**src/rtl/hazard_controller_if.sv**
```systemverilog
// Pipeline-side signal bundle for the hazard controller: stage register
// indices and control bits in, stall/flush/forward/mul-div controls out.
interface hazard_controller_if;
  logic [4:0] Rs1D, Rs2D;
  logic [4:0] Rs1E, Rs2E, RdE;
  logic [4:0] RdM, RdW;
  logic       RegWriteM, RegWriteW;
  logic       ResultSrcE0;
  logic       PCSrcE;
  logic       MulDivE;

  logic       StallF, StallD, FlushD;
  logic       StallE, FlushE, FlushM;
  logic [1:0] ForwardAE, ForwardBE;
  logic       DivStart, DivBusy;

  modport master (
    output Rs1D, Rs2D, Rs1E, Rs2E, RdE, RdM, RdW,
    output RegWriteM, RegWriteW, ResultSrcE0, PCSrcE, MulDivE,
    input  StallF, StallD, FlushD, StallE, FlushE, FlushM,
    input  ForwardAE, ForwardBE, DivStart, DivBusy
  );

  modport slave (
    input  Rs1D, Rs2D, Rs1E, Rs2E, RdE, RdM, RdW,
    input  RegWriteM, RegWriteW, ResultSrcE0, PCSrcE, MulDivE,
    output StallF, StallD, FlushD, StallE, FlushE, FlushM,
    output ForwardAE, ForwardBE, DivStart, DivBusy
  );
endinterface

```
**src/rtl/hazard_controller.sv**
```systemverilog
// Hazard controller for the 5-stage pipeline: forwarding selects, load-use and
// branch stall/flush, and a mul/div sequencer that freezes F/D/E during long ops.
module hazard_controller #(
  parameter int unsigned DIV_LATENCY = 32,
  parameter int unsigned CNT_W       = 8
) (
  input logic                clk,
  input logic                reset,
  hazard_controller_if.slave hz
);

  typedef enum logic [1:0] {
    IDLE = 2'd0,
    BUSY = 2'd1,
    DONE = 2'd2
  } state_t;

  localparam logic [CNT_W-1:0] CNT_LOAD = CNT_W'(DIV_LATENCY - 2);
  localparam logic [CNT_W-1:0] CNT_ONE  = CNT_W'(1);

  state_t           state;
  logic [CNT_W-1:0] cnt;
  logic             busy_q;

  logic       lw_stall;
  logic       div_start;
  logic       div_stall;
  logic [1:0] fwd_a;
  logic [1:0] fwd_b;

  // DONE ignores MulDivE: the finished op is still sitting in EX.
  always_ff @(posedge clk) begin
    if (reset) begin
      state  <= IDLE;
      cnt    <= '0;
      busy_q <= 1'b0;
    end else begin
      case (state)
        IDLE: begin
          if (hz.MulDivE) begin
            state  <= BUSY;
            cnt    <= CNT_LOAD;
            busy_q <= 1'b1;
          end
        end
        BUSY: begin
          if (cnt == '0) begin
            state  <= DONE;
            busy_q <= 1'b0;
          end else begin
            cnt <= cnt - CNT_ONE;
          end
        end
        DONE: begin
          state  <= IDLE;
          busy_q <= 1'b0;
        end
        default: begin
          state  <= IDLE;
          cnt    <= '0;
          busy_q <= 1'b0;
        end
      endcase
    end
  end

  always_comb begin
    lw_stall  = hz.ResultSrcE0 && (hz.RdE != '0) &&
                ((hz.Rs1D == hz.RdE) || (hz.Rs2D == hz.RdE));
    div_start = (state == IDLE) && hz.MulDivE;
    div_stall = div_start || (state == BUSY);
  end

  // Memory stage has priority over writeback; x0 is never forwarded.
  always_comb begin
    fwd_a = 2'b00;
    if (hz.RegWriteM && (hz.RdM == hz.Rs1E) && (hz.Rs1E != '0))
      fwd_a = 2'b10;
    else if (hz.RegWriteW && (hz.RdW == hz.Rs1E) && (hz.Rs1E != '0))
      fwd_a = 2'b01;

    fwd_b = 2'b00;
    if (hz.RegWriteM && (hz.RdM == hz.Rs2E) && (hz.Rs2E != '0))
      fwd_b = 2'b10;
    else if (hz.RegWriteW && (hz.RdW == hz.Rs2E) && (hz.Rs2E != '0))
      fwd_b = 2'b01;
  end

  assign hz.StallF    = !reset && (lw_stall || div_stall);
  assign hz.StallD    = !reset && (lw_stall || div_stall);
  assign hz.StallE    = !reset && div_stall;
  assign hz.FlushM    = !reset && div_stall;
  assign hz.FlushD    = !reset && hz.PCSrcE;
  assign hz.FlushE    = !reset && (lw_stall || hz.PCSrcE);
  assign hz.ForwardAE = reset ? 2'b00 : fwd_a;
  assign hz.ForwardBE = reset ? 2'b00 : fwd_b;
  assign hz.DivStart  = !reset && div_start;
  assign hz.DivBusy   = !reset && busy_q;

endmodule

```
**src/flat_wrapper.sv**
```systemverilog
// flat-port wrapper written by rule: the top's interface ports become plain ports
module hazard_controller_flat 
#(
  parameter int unsigned DIV_LATENCY = 32,
  parameter int unsigned CNT_W       = 8
)
  (clk, reset, hz_Rs1D, hz_Rs2D, hz_Rs1E, hz_Rs2E, hz_RdE, hz_RdM, hz_RdW, hz_RegWriteM, hz_RegWriteW, hz_ResultSrcE0, hz_PCSrcE, hz_MulDivE, hz_StallF, hz_StallD, hz_FlushD, hz_StallE, hz_FlushE, hz_FlushM, hz_ForwardAE, hz_ForwardBE, hz_DivStart, hz_DivBusy);
  hazard_controller_if hz_i ();
  input logic clk;
  input logic reset;
  input wire logic [$bits(hz_i.Rs1D)-1:0] hz_Rs1D;
  input wire logic [$bits(hz_i.Rs2D)-1:0] hz_Rs2D;
  input wire logic [$bits(hz_i.Rs1E)-1:0] hz_Rs1E;
  input wire logic [$bits(hz_i.Rs2E)-1:0] hz_Rs2E;
  input wire logic [$bits(hz_i.RdE)-1:0] hz_RdE;
  input wire logic [$bits(hz_i.RdM)-1:0] hz_RdM;
  input wire logic [$bits(hz_i.RdW)-1:0] hz_RdW;
  input wire logic [$bits(hz_i.RegWriteM)-1:0] hz_RegWriteM;
  input wire logic [$bits(hz_i.RegWriteW)-1:0] hz_RegWriteW;
  input wire logic [$bits(hz_i.ResultSrcE0)-1:0] hz_ResultSrcE0;
  input wire logic [$bits(hz_i.PCSrcE)-1:0] hz_PCSrcE;
  input wire logic [$bits(hz_i.MulDivE)-1:0] hz_MulDivE;
  output wire logic [$bits(hz_i.StallF)-1:0] hz_StallF;
  output wire logic [$bits(hz_i.StallD)-1:0] hz_StallD;
  output wire logic [$bits(hz_i.FlushD)-1:0] hz_FlushD;
  output wire logic [$bits(hz_i.StallE)-1:0] hz_StallE;
  output wire logic [$bits(hz_i.FlushE)-1:0] hz_FlushE;
  output wire logic [$bits(hz_i.FlushM)-1:0] hz_FlushM;
  output wire logic [$bits(hz_i.ForwardAE)-1:0] hz_ForwardAE;
  output wire logic [$bits(hz_i.ForwardBE)-1:0] hz_ForwardBE;
  output wire logic [$bits(hz_i.DivStart)-1:0] hz_DivStart;
  output wire logic [$bits(hz_i.DivBusy)-1:0] hz_DivBusy;
  assign hz_i.Rs1D = hz_Rs1D;
  assign hz_i.Rs2D = hz_Rs2D;
  assign hz_i.Rs1E = hz_Rs1E;
  assign hz_i.Rs2E = hz_Rs2E;
  assign hz_i.RdE = hz_RdE;
  assign hz_i.RdM = hz_RdM;
  assign hz_i.RdW = hz_RdW;
  assign hz_i.RegWriteM = hz_RegWriteM;
  assign hz_i.RegWriteW = hz_RegWriteW;
  assign hz_i.ResultSrcE0 = hz_ResultSrcE0;
  assign hz_i.PCSrcE = hz_PCSrcE;
  assign hz_i.MulDivE = hz_MulDivE;
  assign hz_StallF = hz_i.StallF;
  assign hz_StallD = hz_i.StallD;
  assign hz_FlushD = hz_i.FlushD;
  assign hz_StallE = hz_i.StallE;
  assign hz_FlushE = hz_i.FlushE;
  assign hz_FlushM = hz_i.FlushM;
  assign hz_ForwardAE = hz_i.ForwardAE;
  assign hz_ForwardBE = hz_i.ForwardBE;
  assign hz_DivStart = hz_i.DivStart;
  assign hz_DivBusy = hz_i.DivBusy;
  hazard_controller #(.DIV_LATENCY(DIV_LATENCY), .CNT_W(CNT_W)) u_core (.clk(clk), .reset(reset), .hz(hz_i));
endmodule
```
**config.mk**
```make
export PLATFORM = sky130hd
export DESIGN_NAME = hazard_controller_flat
export DESIGN_NICKNAME = d
export VERILOG_FILES = /design/src/rtl/hazard_controller_if.sv /design/src/rtl/hazard_controller.sv /design/src/flat_wrapper.sv
export SDC_FILE = /design/constraint.sdc
export NUM_CORES = 1
export LEC_CHECK = 0
export CORE_AREA = 10 10 62 64
export CTS_BUF_LIST = sky130_fd_sc_hd__clkbuf_4 sky130_fd_sc_hd__clkbuf_8 sky130_fd_sc_hd__clkbuf_16
export CTS_CLUSTER_DIAMETER = 120
export CTS_CLUSTER_SIZE = 30
export DETAILED_ROUTE_END_ITERATION = 12
export DIE_AREA = 0 0 72 74
export MAX_ROUTING_LAYER = met4
export PLACE_DENSITY_LB_ADDON = 0.08
export SLEW_MARGIN = 10
export SYNTH_ARGS = -nofsm -noshare
export SYNTH_HDL_FRONTEND = slang
export SYNTH_SLANG_ARGS = --single-unit
export TNS_END_PERCENT = 5
```
**constraint.sdc**
```tcl
create_clock -name clk -period 5.2 [get_ports clk]
set_input_delay 1.56 -clock clk [delete_from_list [all_inputs] [get_ports clk]]
set_output_delay 1.56 -clock clk [all_outputs]
set_load 0.01 [all_outputs]
```
==> metrics.yaml <==
status: "complete, no violations"
synth_area_sq_um: 1080
cts_tree: "built"
met2_usage: 0.224
p_leak_nw: 0.652
synthArstFlopShare: 0
p_int_uw: 226
drc: 0
clk_pin_slew_ns: 0.07
worst-setup-path-type: "input port to output port"
synth_ff_type: "dfxtp_1"
dp.final_hpwl_um: 3130
nFillCells: 229
max-clock-path-buffers: 2
vias_per_cell: 5.52
cap_violations: 0
layout_commonest_cell: "clkdlybuf4s50_1"
finalCritPeriodShare: 0.955
arrival_ns: 3.41
synth.net_count: 184
top_usage_layer: "met2"
rows: 19
area_delta_synth_final_pct: 58.9
first_pass_iters: 7
numCtsBuffers: 3
crit_required_ns: 3.64
start_util: 0.406
die_w_um: 72
num_vias: 1280
grt_start_max_net_pins: 14
finalSetupTns_ns: 0
yosysUniqueCellTypes: 41
synth_edf_count: 0
grt_pass1_vias: 1437
diodes: 0
nNetsFinal: 245
max_freq_mhz: 201
post_cts.repair.setup_buffers: 0
peakVddDrop_v: 0.000187
avgSynthCellArea_sq_um: 7.66
gp_congestion: 0.917
htree_num_levels: 1
core_area_sq_um: 2660
synth_warnings: 0
ys_ff_latch: 11
multiInputGateArea_sq_um: 801
synthDominantCellAreaShare: 0.204
min_path_type: "flip-flop to flip-flop"
drv_slew: 0
use_met3: 0.0505
comb_power_share: 0.486
critical_path.max_fanout: 2
relSlewSlack: 0.621
sw_frac_of_total: 0.366
drive_gt1_frac: 0.0995
post_drt_wl_per_cell_um: 15.4
power_frac_clock: 0.185
synth-seq-area-share: 0.204
synthCells: 141
rsz0062_at_grt: "no"
drt-initial-drc-count: 111
synth_area_leaders: "dfxtp_1, xor2_1, xnor2_1"
timing.final.crit_period_ns: 4.97
cts_hold_buf: 0
start_kind: "input port"
place_area_sq_um: 1680
seqPwrFrac: 0.329
clk_root_buffer_cell: "clkbuf_4"
worst_slew_pin_slew_ns: 0.565
hold_viol_final: 0
powerDensity_nw_per_um2: 207
grt_pass1_wl_um: 6240
met1_usage: 0.170
switchingPower_uw: 130
clock_latency_ns: 0.27
port_buffers: 53
overflow: 0
antenna_found_initial: 0
worst_setup_path_end_kind: "output port"
final_area_sq_um: 1720
die-area_sq_um: 5330
final_cell_mix: "clkdlybuf4s50_1, xor2_1, xnor2_1"
grt_use_total: 0.147
skew_ns: 0.00194
pin_count: 54
drt_wl_total_um: 3580
setup_viol: 0
clock-sinks: 11
die_h_um: 74
synth_top_area_cell: "dfxtp_1"
ant_nets: 0
seq_area_sq_um: 220
flip-flops by register name, summed over array words and instances, names as in the netlist:
name / cells
u_core.cnt: 8
u_core.state: 2
u_core.busy_q: 1
cells in the mapped netlist (2+ instances only):
master	instances
o21ai_1	3
nand4_1	4
or4_1	4
xnor2_1	13
xor2_1	15
nand3_1	2
o21bai_1	2
nor3_1	11
nand2_1	3
inv_2	2
inv_1	4
o21ai_0	3
buf_2	2
a211oi_1	2
or3_1	2
nor2_1	9
nor2b_1	8
nor4_1	6
buf_4	3
dfxtp_1	11
a21oi_1	12
through the flow:
stage | setup WS, ns | util | hold WS, ns | instances | total power, mW
floorplan | 0.941 | - | 0.459 | 141 | 0.215
global placement | 0.0860 | 0.631 | 0.473 | 228 | 0.284
detailed placement | 0.00265 | 0.631 | 0.492 | 228 | 0.290
CTS | 0.00322 | 0.642 | 0.500 | 232 | 0.356
global route | 0.0773 | 0.644 | 0.539 | 232 | 0.385
finish | 0.233 | 0.644 | 0.498 | 232 | 0.356
power groups by stage:
stage               Combinational [mW]  Clock [mW]  Sequential, mW
floorplan                        0.105           0           0.110
global placement                 0.166           0           0.118
detailed placement               0.171           0           0.119
CTS                              0.173      0.0669           0.117
global route                     0.193      0.0718           0.120
finish                           0.173      0.0658           0.117
cell type report:
cell class,instances,share of cell area
multi-input cells,118,0.467
clock buffers,4,0.0175
well taps,31,0.0226
flip-flops and latches,11,0.128
inverters,6,0.0131
repair buffers,62,0.352
cell families (layout without fill, tap and decap cells):
group | Yosys count | after routing | share of synthesized area
DFF | 11 | 11 | 0.204
muxes | 1 | 1 | 0.0104
and+or+nand+nor | 57 | 57 | 0.316
AOI/OAI and AO/OA | 31 | 31 | 0.176
adders and majority gates | 1 | 1 | 0.0116
buffers and inverters | 12 | 72 | 0.0545
xor gates and xnor gates | 28 | 28 | 0.227
worst paths after layout:
kind	startpoint	end	slack (ns)	cells past startpoint
setup / recovery	hz_Rs1E[3]	hz_ForwardAE[1]	0.23	7
hold / removal	u_core.cnt[7]	u_core.cnt[7]	0.50	2
setup reg to reg	u_core.cnt[0]	u_core.cnt[7]	3.46	6
hold reg to reg	u_core.cnt[7]	u_core.cnt[7]	0.50	2
critical path: stages:
cell and delay, ns:
clkdlybuf4s50_1 0.41, buf_4 0.15, xnor2_1 0.15, nand4_1 0.11
nor4_1 0.25, nor2b_1 0.20, clkdlybuf4s50_1 0.57
what timing repair did:
action                                 4_1_cts  5_1_grt
gates resized for setup                      0        2
endpoints found under the hold margin        0        0
setup endpoints to repair                    0        2
metal layers:
layer,up-vias,share of wire
li1,635,-
met1,582,0.45
met2,57,0.45
met3,6,0.073
met4,0,0.019
met5,-,0
(Power assumes the default switching activity.)
